===== src/rtl/uv_led_pid_sequencer.sv =====
// Control-period sequencer for the UV-LED PID current loop: triggers one ADC sample per
// period, soft-start ramps the target, and shuts the loop down on ADC timeout or regulation error.
module uv_led_pid_sequencer #(
  parameter int unsigned TICK_DIV    = 1000,
  parameter logic [31:0] RAMP_STEP   = 32'd16,
  parameter logic [31:0] ERR_LIMIT   = 32'd200,
  parameter int unsigned FAULT_CNT   = 8,
  parameter int unsigned ADC_TIMEOUT = 255
) (
  input  logic        clk,
  input  logic        rst,
  input  logic        enable,
  input  logic [31:0] P_set,
  output logic        adc_start,
  input  logic        adc_valid,
  input  logic [31:0] adc_data,
  output logic        pid_rst_n,
  output logic [31:0] pid_target,
  output logic [31:0] pid_measure,
  output logic        pid_update,
  output logic        led_en,
  output logic        ramp_done,
  output logic        overrun,
  output logic        fault,
  output logic [1:0]  fault_code
);

  localparam int unsigned CW = $clog2(TICK_DIV);
  localparam logic [CW-1:0] TICK_LAST  = CW'(TICK_DIV - 1);
  localparam logic [15:0]   WAIT_LAST  = 16'(ADC_TIMEOUT - 1);
  localparam logic [7:0]    FAULT_LAST = 8'(FAULT_CNT);

  typedef enum logic [2:0] {IDLE, START, WAIT_ADC, UPDATE, HOLD, FAULT} state_t;

  state_t      state, state_nx;
  logic [CW-1:0] per_cnt, per_cnt_nx;
  logic [15:0] wait_cnt, wait_cnt_nx;
  logic [7:0]  err_cnt, err_cnt_nx;
  logic        adc_start_nx, pid_rst_n_nx, pid_update_nx, ramp_done_nx;
  logic        overrun_nx, fault_nx;
  logic [1:0]  fault_code_nx;
  logic [31:0] pid_target_nx, pid_measure_nx;

  logic        active, tick;
  logic [32:0] ramp_sum;
  logic [31:0] new_target, abs_err;
  logic [7:0]  err_inc;

  assign active     = (state == START) || (state == WAIT_ADC) || (state == UPDATE) || (state == HOLD);
  assign tick       = active && (per_cnt == TICK_LAST);
  assign ramp_sum   = {1'b0, pid_target} + {1'b0, RAMP_STEP};
  assign new_target = (P_set <= pid_target) ? P_set :
                      ((ramp_sum >= {1'b0, P_set}) ? P_set : ramp_sum[31:0]);
  assign abs_err    = (pid_target >= pid_measure) ? (pid_target - pid_measure)
                                                  : (pid_measure - pid_target);
  assign err_inc    = err_cnt + 8'd1;
  assign led_en     = pid_rst_n;

  always_comb begin
    state_nx       = state;
    per_cnt_nx     = '0;
    wait_cnt_nx    = wait_cnt;
    err_cnt_nx     = err_cnt;
    adc_start_nx   = 1'b0;
    pid_update_nx  = 1'b0;
    pid_rst_n_nx   = pid_rst_n;
    pid_target_nx  = pid_target;
    pid_measure_nx = pid_measure;
    ramp_done_nx   = ramp_done;
    fault_nx       = fault;
    fault_code_nx  = fault_code;
    overrun_nx     = enable && tick && (state != HOLD);

    if (active) per_cnt_nx = tick ? '0 : per_cnt + CW'(1);

    case (state)
      IDLE:     if (enable) state_nx = START;
      START: begin
        wait_cnt_nx = '0;
        state_nx    = WAIT_ADC;
      end
      WAIT_ADC: begin
        if (adc_valid) begin
          pid_measure_nx = adc_data;
          pid_target_nx  = new_target;
          ramp_done_nx   = (new_target == P_set);
          pid_rst_n_nx   = 1'b1;
          state_nx       = UPDATE;
        end else if (wait_cnt == WAIT_LAST) begin
          fault_code_nx = 2'd1;
          state_nx      = FAULT;
        end else begin
          wait_cnt_nx = wait_cnt + 16'd1;
        end
      end
      UPDATE: begin
        state_nx = HOLD;
        if (ramp_done && (abs_err > ERR_LIMIT)) begin
          err_cnt_nx = err_inc;
          if (err_inc == FAULT_LAST) begin
            fault_code_nx = 2'd2;
            state_nx      = FAULT;
          end
        end else begin
          err_cnt_nx = '0;
        end
      end
      HOLD:     if (tick) state_nx = START;
      FAULT:    if (!enable) state_nx = IDLE;
      default:  state_nx = IDLE;
    endcase

    if (active && !enable) state_nx = IDLE;

    // Registered outputs are derived from the state being entered, so they line up with it.
    case (state_nx)
      IDLE: begin
        per_cnt_nx     = '0;
        wait_cnt_nx    = '0;
        err_cnt_nx     = '0;
        pid_rst_n_nx   = 1'b0;
        pid_target_nx  = '0;
        pid_measure_nx = '0;
        ramp_done_nx   = 1'b0;
        overrun_nx     = 1'b0;
        fault_nx       = 1'b0;
        fault_code_nx  = 2'd0;
      end
      FAULT: begin
        pid_rst_n_nx   = 1'b0;
        pid_target_nx  = '0;
        pid_measure_nx = '0;
        ramp_done_nx   = 1'b0;
        overrun_nx     = 1'b0;
        fault_nx       = 1'b1;
      end
      START:   adc_start_nx  = 1'b1;
      UPDATE:  pid_update_nx = 1'b1;
      default: ;
    endcase
  end

  always_ff @(posedge clk or posedge rst) begin
    if (rst) begin
      state       <= IDLE;
      per_cnt     <= '0;
      wait_cnt    <= '0;
      err_cnt     <= '0;
      adc_start   <= 1'b0;
      pid_rst_n   <= 1'b0;
      pid_target  <= '0;
      pid_measure <= '0;
      pid_update  <= 1'b0;
      ramp_done   <= 1'b0;
      overrun     <= 1'b0;
      fault       <= 1'b0;
      fault_code  <= 2'd0;
    end else begin
      state       <= state_nx;
      per_cnt     <= per_cnt_nx;
      wait_cnt    <= wait_cnt_nx;
      err_cnt     <= err_cnt_nx;
      adc_start   <= adc_start_nx;
      pid_rst_n   <= pid_rst_n_nx;
      pid_target  <= pid_target_nx;
      pid_measure <= pid_measure_nx;
      pid_update  <= pid_update_nx;
      ramp_done   <= ramp_done_nx;
      overrun     <= overrun_nx;
      fault       <= fault_nx;
      fault_code  <= fault_code_nx;
    end
  end

endmodule


===== config.mk =====
export PLATFORM = sky130hd
export DESIGN_NAME = uv_led_pid_sequencer
export DESIGN_NICKNAME = d
export VERILOG_FILES = /design/src/rtl/uv_led_pid_sequencer.sv
export SDC_FILE = /design/constraint.sdc
export NUM_CORES = 1
export LEC_CHECK = 0
export CAP_MARGIN = 30
export CORE_MARGIN = 3
export CORE_UTILIZATION = 51
export CTS_BUF_LIST = sky130_fd_sc_hd__clkbuf_4 sky130_fd_sc_hd__clkbuf_8
export DETAILED_ROUTE_END_ITERATION = 16
export GPL_ROUTABILITY_DRIVEN = 0
export PLACE_DENSITY = 0.74
export SETUP_SLACK_MARGIN = 0.02
export SLEW_MARGIN = 15
export SYNTH_ARGS = -nofsm -noshare
export SYNTH_HDL_FRONTEND = slang
export SYNTH_SLANG_ARGS = --single-unit

===== constraint.sdc =====
create_clock -name clk -period 9.8 [get_ports clk]
set_input_delay 1.47 -clock clk [delete_from_list [all_inputs] [get_ports clk]]
set_output_delay 1.47 -clock clk [all_outputs]
set_load 0.03 [all_outputs]

==> results of run 1 <==
## through the flow
step | hold slack [ns] | setup WS [ns]
4_1_cts | 0.500 | 4.44
3_3_place_gp | 0.469 | 4.33
2_1_floorplan | 0.448 | 5.14
6_report | 0.492 | 4.38
5_1_grt | 0.541 | 3.97
3_5_place_dp | 0.483 | 4.26
## worst paths after layout
kind	end	depth (start not counted)	slack (ns)
worst max-delay path	pid_target[19]$_DFFE_PP0P_	18	4.38
worst min-delay path	per_cnt[0]$_DFF_PP0_	1	0.49
worst max register to register	pid_target[19]$_DFFE_PP0P_	18	4.38
worst min register to register	per_cnt[0]$_DFF_PP0_	1	0.49
max in group asynchronous	per_cnt[3]$_DFF_PP0_	4	7.38
min in group asynchronous	pid_target[20]$_DFFE_PP0P_	2	1.44
## sequential cells by signal (all words and copies together) (netlist names)
name,flops
fault,1
pid_measure,32
led_en,1
err_cnt,8
adc_start,1
ramp_done,1
wait_cnt,16
state,3
pid_target,32
overrun,1
per_cnt,10
fault_code,2
pid_update,1
## cells in the mapped netlist (3+ instances only)
cell type	instances	area share, %
sky130_fd_sc_hd__o21ai_0	101	4.3
sky130_fd_sc_hd__a21oi_1	162	6.9
sky130_fd_sc_hd__nor4_1	14	0.74
sky130_fd_sc_hd__buf_2	30	1.3
sky130_fd_sc_hd__o2111ai_1	4	0.30
sky130_fd_sc_hd__a211oi_1	29	1.8
sky130_fd_sc_hd__nand3b_1	5	0.32
sky130_fd_sc_hd__o211ai_1	12	0.76
sky130_fd_sc_hd__mux2_2	4	0.38
sky130_fd_sc_hd__buf_6	5	0.48
sky130_fd_sc_hd__nand2_1	196	6.2
sky130_fd_sc_hd__a31oi_1	7	0.37
sky130_fd_sc_hd__nand2b_1	18	0.95
sky130_fd_sc_hd__nor2b_1	14	0.74
sky130_fd_sc_hd__a22oi_1	10	0.63
sky130_fd_sc_hd__nor3_1	17	0.72
sky130_fd_sc_hd__o31ai_1	4	0.25
sky130_fd_sc_hd__and2_1	4	0.21
sky130_fd_sc_hd__a211oi_2	4	0.42
sky130_fd_sc_hd__and3_1	28	1.5
sky130_fd_sc_hd__a221oi_1	5	0.37
sky130_fd_sc_hd__o21a_1	11	0.70
sky130_fd_sc_hd__o21ai_1	4	0.17
sky130_fd_sc_hd__nor4_2	3	0.32
sky130_fd_sc_hd__clkbuf_1	37	1.2
sky130_fd_sc_hd__a311oi_1	4	0.30
sky130_fd_sc_hd__nand3_1	46	1.9
sky130_fd_sc_hd__or2_1	3	0.16
sky130_fd_sc_hd__a21o_1	36	2.3
sky130_fd_sc_hd__mux2i_1	17	1.4
sky130_fd_sc_hd__xor2_1	33	2.4
sky130_fd_sc_hd__or3_1	23	1.2
sky130_fd_sc_hd__a2111oi_0	6	0.44
sky130_fd_sc_hd__nor2_1	123	3.9
sky130_fd_sc_hd__and4_1	7	0.52
sky130_fd_sc_hd__xnor2_1	72	5.3
sky130_fd_sc_hd__or2_2	6	0.32
sky130_fd_sc_hd__dfrtp_1	109	23
sky130_fd_sc_hd__inv_1	116	3.7
sky130_fd_sc_hd__nand4_1	47	2.5
sky130_fd_sc_hd__o21bai_1	6	0.38
sky130_fd_sc_hd__ha_1	133	14
## per-layer routing
| metal | global-route usage, % | routed length (µm) | vias to the layer above | part of all wire (%) |
|---|---|---|---|---|
| li1 | - | - | 5690 | - |
| met1 | 42.0 | 16600 | 5729 | 44 |
| met2 | 47.6 | 17300 | 523 | 45 |
| met3 | 5.08 | 2870 | 93 | 7.5 |
| met4 | 10.6 | 1330 | 0 | 3.5 |
| met5 | 0 | 0 | - | 0 |
## layout make-up
cell class | count | share of cell area [%]
Multi-Input combinational cell | 1261 | 61.5
Clock inverter | 7 | 0.620
Sequential cell | 109 | 20.2
Inverter | 116 | 3.24
Clock buffer | 9 | 0.916
Tap cell | 285 | 2.64
Timing Repair Buffer | 147 | 10.9
## power groups by stage
stage	Combinational (mW)	Clock [mW]	Sequential [mW]
CTS	1.33	0.308	0.504
detailed placement	1.32	0	0.512
global route	1.49	0.326	0.508
finish	1.37	0.301	0.505
global placement	1.31	0	0.511
floorplan	0.994	0	0.527
## critical path, stage by stage (launching register included)
cell and delay [ns]:
sky130_fd_sc_hd__dfrtp_1 0.51, sky130_fd_sc_hd__ha_1 0.27, sky130_fd_sc_hd__and3_1 0.27, sky130_fd_sc_hd__nand4_1 0.26, sky130_fd_sc_hd__nor2_1 0.41, sky130_fd_sc_hd__and2_1 0.26, sky130_fd_sc_hd__and3_1 0.21, sky130_fd_sc_hd__xnor2_1 0.17
sky130_fd_sc_hd__inv_1 0.09, sky130_fd_sc_hd__ha_1 0.29, sky130_fd_sc_hd__and4_1 0.22, sky130_fd_sc_hd__nand3_1 0.11, sky130_fd_sc_hd__or3_1 0.41, sky130_fd_sc_hd__o311ai_1 0.41, sky130_fd_sc_hd__a21o_2 0.14, sky130_fd_sc_hd__buf_4 0.48
sky130_fd_sc_hd__mux2_2 0.41, sky130_fd_sc_hd__a22oi_1 0.26, sky130_fd_sc_hd__nor2_2 0.05
## kinds of logic (layout without fill, tap and decap cells)
kind of cell | Yosys count | after routing | synth area share (%)
AND/OR/NAND/NOR | 567 | 567 | 23.3
AO/OA/AOI/OAI | 431 | 431 | 22.7
buffers and inverters | 189 | 279 | 6.66
adder cells (fa/ha/maj) | 135 | 135 | 14.4
flip-flops | 109 | 109 | 23.1
XOR/XNOR | 105 | 105 | 7.77
multiplexers | 23 | 23 | 2.10
==> metrics.log, run 1 <==
[metrics] fin crit share: 55.3%
[metrics] Final Non-Filler Cells: 1934
[metrics] via count of the first global-routing pass: 11300
[metrics] HPWL reported at the end of detailed placement: 29.8 mm
[metrics] setup total negative slack: 0 ns
[metrics] length of the first detailed-routing pass in iterations: 6
[metrics] most common library cell in the layout ignoring fill and taps: sky130_fd_sc_hd__nand2_1
[metrics] Post-synth EDFFs: 0
[metrics] Inserted Diodes: 0
[metrics] post-synthesis instance total: 1559
[metrics] instance count after placement with tap cells included: 1916
[metrics] buffers added on ports: 140
[metrics] area of the multi-input gates: 8320 µm²
[metrics] critical path startpoint category: flop
[metrics] buffers inserted by post-CTS timing repair: 0
[metrics] Sink Count: 109
[metrics] Root Buffer Master: sky130_fd_sc_hd__clkbuf_8
[metrics] clock latency of the later-clocked register in the worst-skew pair: 0.41 ns
[metrics] placeable core region: 22700 µm²
[metrics] global-route wire length before repair: 60.6 mm
[metrics] Internal: 1.10 mW
[metrics] number of synthesized register bits: 109
[metrics] clock share of power: 13.9%
[metrics] DIE AREA: 25100 µm²
[metrics] endpoint kind of the worst setup timing path: flop
[metrics] worst min-delay path class: flop to flop
[metrics] Data required, critical path: 10.08 ns
[metrics] signed area change from the synthesized netlist to the final layout: 14.3%
[metrics] vias post-DR: 12000
[metrics] Max transition margin: 41.4%
[metrics] RR Startpoint: pid_target[4]$_DFFE_PP0P_
[metrics] outcome: finished clean
[metrics] per-instance average area after synthesis: 7.59 µm²
[metrics] starting density of the core: 52.1%
[metrics] count of fill cells added during filler insertion: 2081
[metrics] total I/O pin count: 141
[metrics] Cell Area, Synth: 11800 µm²
[metrics] initial antenna violation count: 0
[metrics] flip-flop cell with the highest count after synthesis: sky130_fd_sc_hd__dfrtp_1
[metrics] layout cells sized above 1: 3.58%
[metrics] fraction of power spent switching nets: 49.3%
[metrics] antenna viol nets, final: 0
[metrics] share of the core filled with cells in the final layout: 59.5%
[metrics] total gr overflow: 0
[metrics] Total Power Consumption: 2.17 mW
[metrics] total wire length: 38.1 mm
[metrics] synth warn: 0
[metrics] Final Critical Period: 5.42 ns
[metrics] cell row count: 55
[metrics] endpoint arrival time on the critical path: 5.69 ns
[metrics] top library cells by usage in the layout, fill and taps aside: sky130_fd_sc_hd__nand2_1 (195), sky130_fd_sc_hd__a21oi_1 (162), sky130_fd_sc_hd__clkdlybuf4s50_1 (140)
[metrics] area post-placement: 13300 µm²
[metrics] count of cell types in the netlist: 75
[metrics] cts bufs inserted: 9
[metrics] Maximum Capacitance Violations: 0
[metrics] aggregate global-route resource usage: 30.2%
[metrics] CTS clock-pin slew for the worst setup and hold paths: 0.13 ns
[metrics] Chip Height: 158 µm
[metrics] average wire per standard cell: 19.7 µm
[metrics] kind of critical path: flop to flop
[metrics] fmax: 185 MHz
[metrics] maximum fanout along the worst path: 61
[metrics] DRT iter0 DRCs: 1166
[metrics] pwr dens: 161 nW/µm²
[metrics] hold bufs inserted after CTS: 0
[metrics] sw power: 1.07 mW
[metrics] net total in the final layout: 1847
[metrics] clock tree from TritonCTS: built
[metrics] DIE WIDTH: 158 µm
[metrics] share of synthesized registers carrying an async set or reset: 100%
[metrics] Fin. Hold Viols: 0
[metrics] origin of the worst setup path: pid_target[4]$_DFFE_PP0P_
[metrics] sequential cell area: 2730 µm²
[metrics] unrepaired setup endpoints after global routing: false
[metrics] post-route design area: 13500 µm²
[metrics] leakage power figure: 5.77 nW
[metrics] post-route clock skew: 0.0183 ns
[metrics] net count after synthesis: 1762
[metrics] max-slew violation total from the final report: 0
[metrics] combinational cell fraction of total power: 62.9%
[metrics] pin count of the biggest net entering global routing: 70
[metrics] total number of H-tree levels: 3
[metrics] part of the Yosys area used for sequential elements: 23.1%
[metrics] post-cts resize count: 0
[metrics] hold_sp: per_cnt[0]$_DFF_PP0_
[metrics] Max VDD drop: 0.0907 mV
[metrics] final number of setup-violating endpoints: 0
[metrics] sequential power share: 23.2%
[metrics] DR vias/cell: 6.22
[metrics] maximum buffer depth of the clock tree: 2
[metrics] transition time of the tightest slew-check pin: 0.880 ns
[metrics] Post-route DRC: 0
(Power assumes the default switching activity.)
==> run 2: changes to the inputs <==
clock period = 5.1 ns   (was 9.8 ns; I/O delays follow)
==> metrics.log, run 2 (synthesis results as in run 1) <==
[metrics] cell with the largest stage delay on the worst path: sky130_fd_sc_hd__a2111oi_0
[metrics] Regs by FF count: pid_measure x32, pid_target x32, wait_cnt x16
[metrics] transition time of the tightest slew-check pin: 0.904 ns
[metrics] aggregate global-route resource usage: 30.6%
[metrics] instance count after placement with tap cells included: 1955
[metrics] Total Power Consumption: 4.32 mW
[metrics] fmax: 203 MHz
[metrics] DRT iter0 DRCs: 1180
[metrics] clock share of power: 13.9%
[metrics] endpoint arrival time on the critical path: 5.27 ns
[metrics] setup total negative slack: 0 ns
[metrics] area post-placement: 13600 µm²
[metrics] CTS clock-pin slew for the worst setup and hold paths: 0.13 ns
[metrics] final number of setup-violating endpoints: 0
[metrics] share of the core filled with cells in the final layout: 61.0%
[metrics] Sink Count: 109
[metrics] post-route clock skew: 0.0185 ns
[metrics] starting density of the core: 52.1%
[metrics] Max VDD drop: 0.202 mV
[metrics] buffers added on ports: 140
[metrics] clock latency of the later-clocked register in the worst-skew pair: 0.42 ns
[metrics] post-route design area: 13900 µm²
[metrics] endpoint kind of the worst setup timing path: flop
[metrics] buffers inserted by post-CTS timing repair: 0
[metrics] total wire length: 38.7 mm
[metrics] leakage power figure: 5.98 nW
[metrics] DIE AREA: 25100 µm²
[metrics] Final Non-Filler Cells: 1972
[metrics] Final Critical Period: 4.92 ns
[metrics] max-slew violation total from the final report: 0
[metrics] hold bufs inserted after CTS: 0
[metrics] critical-path cell list: inv_1 > ha_1 > nand4_1 > a2111oi_0 > a211oi_2 > o21ai_1 > a21o_1 > nand2_1 > a211oi_1 > o211ai_1 > nor4_2 > a21oi_2 > o311a_4 > buf_4 > a21oi_1
[metrics] top library cells by usage in the layout, fill and taps aside: sky130_fd_sc_hd__nand2_1 (195), sky130_fd_sc_hd__a21oi_1 (162), sky130_fd_sc_hd__clkdlybuf4s50_1 (140)
[metrics] global-route track usage on met3: 5.33%
[metrics] RR Startpoint: pid_target[7]$_DFFE_PP0P_
[metrics] Data required, critical path: 5.44 ns
[metrics] pin count of the biggest net entering global routing: 71
[metrics] pwr dens: 312 nW/µm²
[metrics] Chip Height: 158 µm
[metrics] via count of the first global-routing pass: 11600
[metrics] net total in the final layout: 1885
[metrics] post-cts resize count: 0
[metrics] antenna viol nets, final: 0
[metrics] sequential power share: 22.2%
[metrics] fraction of power spent switching nets: 49.6%
[metrics] Inserted Diodes: 0
[metrics] HPWL reported at the end of detailed placement: 30.7 mm
[metrics] worst min-delay path class: flop to flop
[metrics] delay of the slowest critical-path stage: 0.82 ns
[metrics] fin crit share: 96.5%
[metrics] average wire per standard cell: 19.6 µm
[metrics] sw power: 2.14 mW
[metrics] total I/O pin count: 141
[metrics] unrepaired setup endpoints after global routing: false
[metrics] kind of critical path: flop to flop
[metrics] vias post-DR: 12100
[metrics] worst path buffer plus inverter count: 2
[metrics] maximum buffer depth of the clock tree: 2
[metrics] Internal: 2.18 mW
[metrics] cell row count: 55
[metrics] critical path startpoint category: flop
[metrics] global-route wire length before repair: 61.3 mm
[metrics] Post-route DRC: 0
[metrics] Max transition margin: 39.8%
[metrics] initial antenna violation count: 0
[metrics] placeable core region: 22700 µm²
[metrics] count of fill cells added during filler insertion: 2035
[metrics] hold_sp: per_cnt[0]$_DFF_PP0_
[metrics] met2 demand-to-capacity share in global routing: 48.9%
[metrics] clock tree from TritonCTS: built
[metrics] maximum fanout along the worst path: 32
[metrics] global routing usage on met1: 42.5%
[metrics] most common library cell in the layout ignoring fill and taps: sky130_fd_sc_hd__nand2_1
[metrics] Fin. Hold Viols: 0
[metrics] Root Buffer Master: sky130_fd_sc_hd__clkbuf_8
[metrics] CP top delay family: compound AO/OA/AOI/OAI gates
[metrics] origin of the worst setup path: pid_target[7]$_DFFE_PP0P_
[metrics] cts bufs inserted: 9
[metrics] DIE WIDTH: 158 µm
[metrics] outcome: finished clean
[metrics] length of the first detailed-routing pass in iterations: 6
[metrics] signed area change from the synthesized netlist to the final layout: 17.2%
[metrics] combinational cell fraction of total power: 64.0%
[metrics] global route hottest layer: met2
[metrics] DR vias/cell: 6.15
[metrics] total number of H-tree levels: 3
[metrics] Maximum Capacitance Violations: 0
[metrics] layout cells sized above 1: 5.81%
[metrics] total gr overflow: 0
## run 2: cell count changes in the layout (fill, tap and decap cells not counted)
| cell | change |
|---|---|
| sky130_fd_sc_hd__or3_4 | +1 |
| sky130_fd_sc_hd__inv_12 | +1 |
| sky130_fd_sc_hd__inv_8 | -3 |
| sky130_fd_sc_hd__buf_6 | +1 |
| sky130_fd_sc_hd__or3_1 | -1 |
| sky130_fd_sc_hd__buf_12 | +2 |
| sky130_fd_sc_hd__buf_4 | +35 |
| sky130_fd_sc_hd__clkinv_8 | +2 |
| sky130_fd_sc_hd__nor3_4 | +1 |
| sky130_fd_sc_hd__nor3_2 | -1 |
## run 2: power groups by stage
stage | Sequential, mW | Combinational, mW | Clock, mW
CTS | 0.955 | 2.66 | 0.612
global route | 0.963 | 2.99 | 0.642
floorplan | 1.01 | 1.91 | 0
finish | 0.957 | 2.76 | 0.600
global placement | 0.971 | 2.60 | 0
detailed placement | 0.972 | 2.65 | 0
## run 2: cell type report
type / count / area, µm² / share of cell area, %
clock inverter: 7 / 98.8 / 0.713
multi-input combinational: 1261 / 8330 / 60.1
clock buffer: 9 / 124 / 0.894
timing repair buffer: 185 / 1790 / 12.9
sequential: 109 / 2730 / 19.7
inverter: 116 / 438 / 3.16
tap: 285 / 357 / 2.57
## run 2: final timing paths
path | to | slack, ns | cells past startpoint
worst min register to register | per_cnt[0]$_DFF_PP0_ | 0.49 | 1
worst max-delay path | pid_measure[28]$_DFFE_PP0P_ | 0.18 | 15
worst max register to register | pid_measure[28]$_DFFE_PP0P_ | 0.18 | 15
worst min-delay path | per_cnt[0]$_DFF_PP0_ | 0.49 | 1
max in group asynchronous | pid_measure[3]$_DFFE_PP0P_ | 3.73 | 3
min in group asynchronous | pid_target[22]$_DFFE_PP0P_ | 0.57 | 2
## run 2: worst reg2reg max path: stages (launching register included)
cell and delay, ns:
sky130_fd_sc_hd__dfrtp_1 0.57, sky130_fd_sc_hd__inv_1 0.16, sky130_fd_sc_hd__ha_1 0.55, sky130_fd_sc_hd__nand4_1 0.29, sky130_fd_sc_hd__a2111oi_0 0.82, sky130_fd_sc_hd__a211oi_2 0.15
sky130_fd_sc_hd__o21ai_1 0.33, sky130_fd_sc_hd__a21o_1 0.23, sky130_fd_sc_hd__nand2_1 0.07, sky130_fd_sc_hd__a211oi_1 0.26, sky130_fd_sc_hd__o211ai_1 0.15, sky130_fd_sc_hd__nor4_2 0.36
sky130_fd_sc_hd__a21oi_2 0.11, sky130_fd_sc_hd__o311a_4 0.35, sky130_fd_sc_hd__buf_4 0.26, sky130_fd_sc_hd__a21oi_1 0.20
## run 2: metal layers
layer / up-vias / part of all wire, %
li1: 5785 / -
met1: 5753 / 44
met2: 517 / 45
met3: 77 / 8.2
met4: 0 / 2.9
met5: - / 0
## run 2: metrics by stage
step	hold WS (ns)	worst slack [ns]
detailed placement	0.473	0.206
CTS	0.491	0.175
floorplan	0.448	0.440
global placement	0.471	0.0128
finish	0.494	0.179
global route	0.530	0.0269
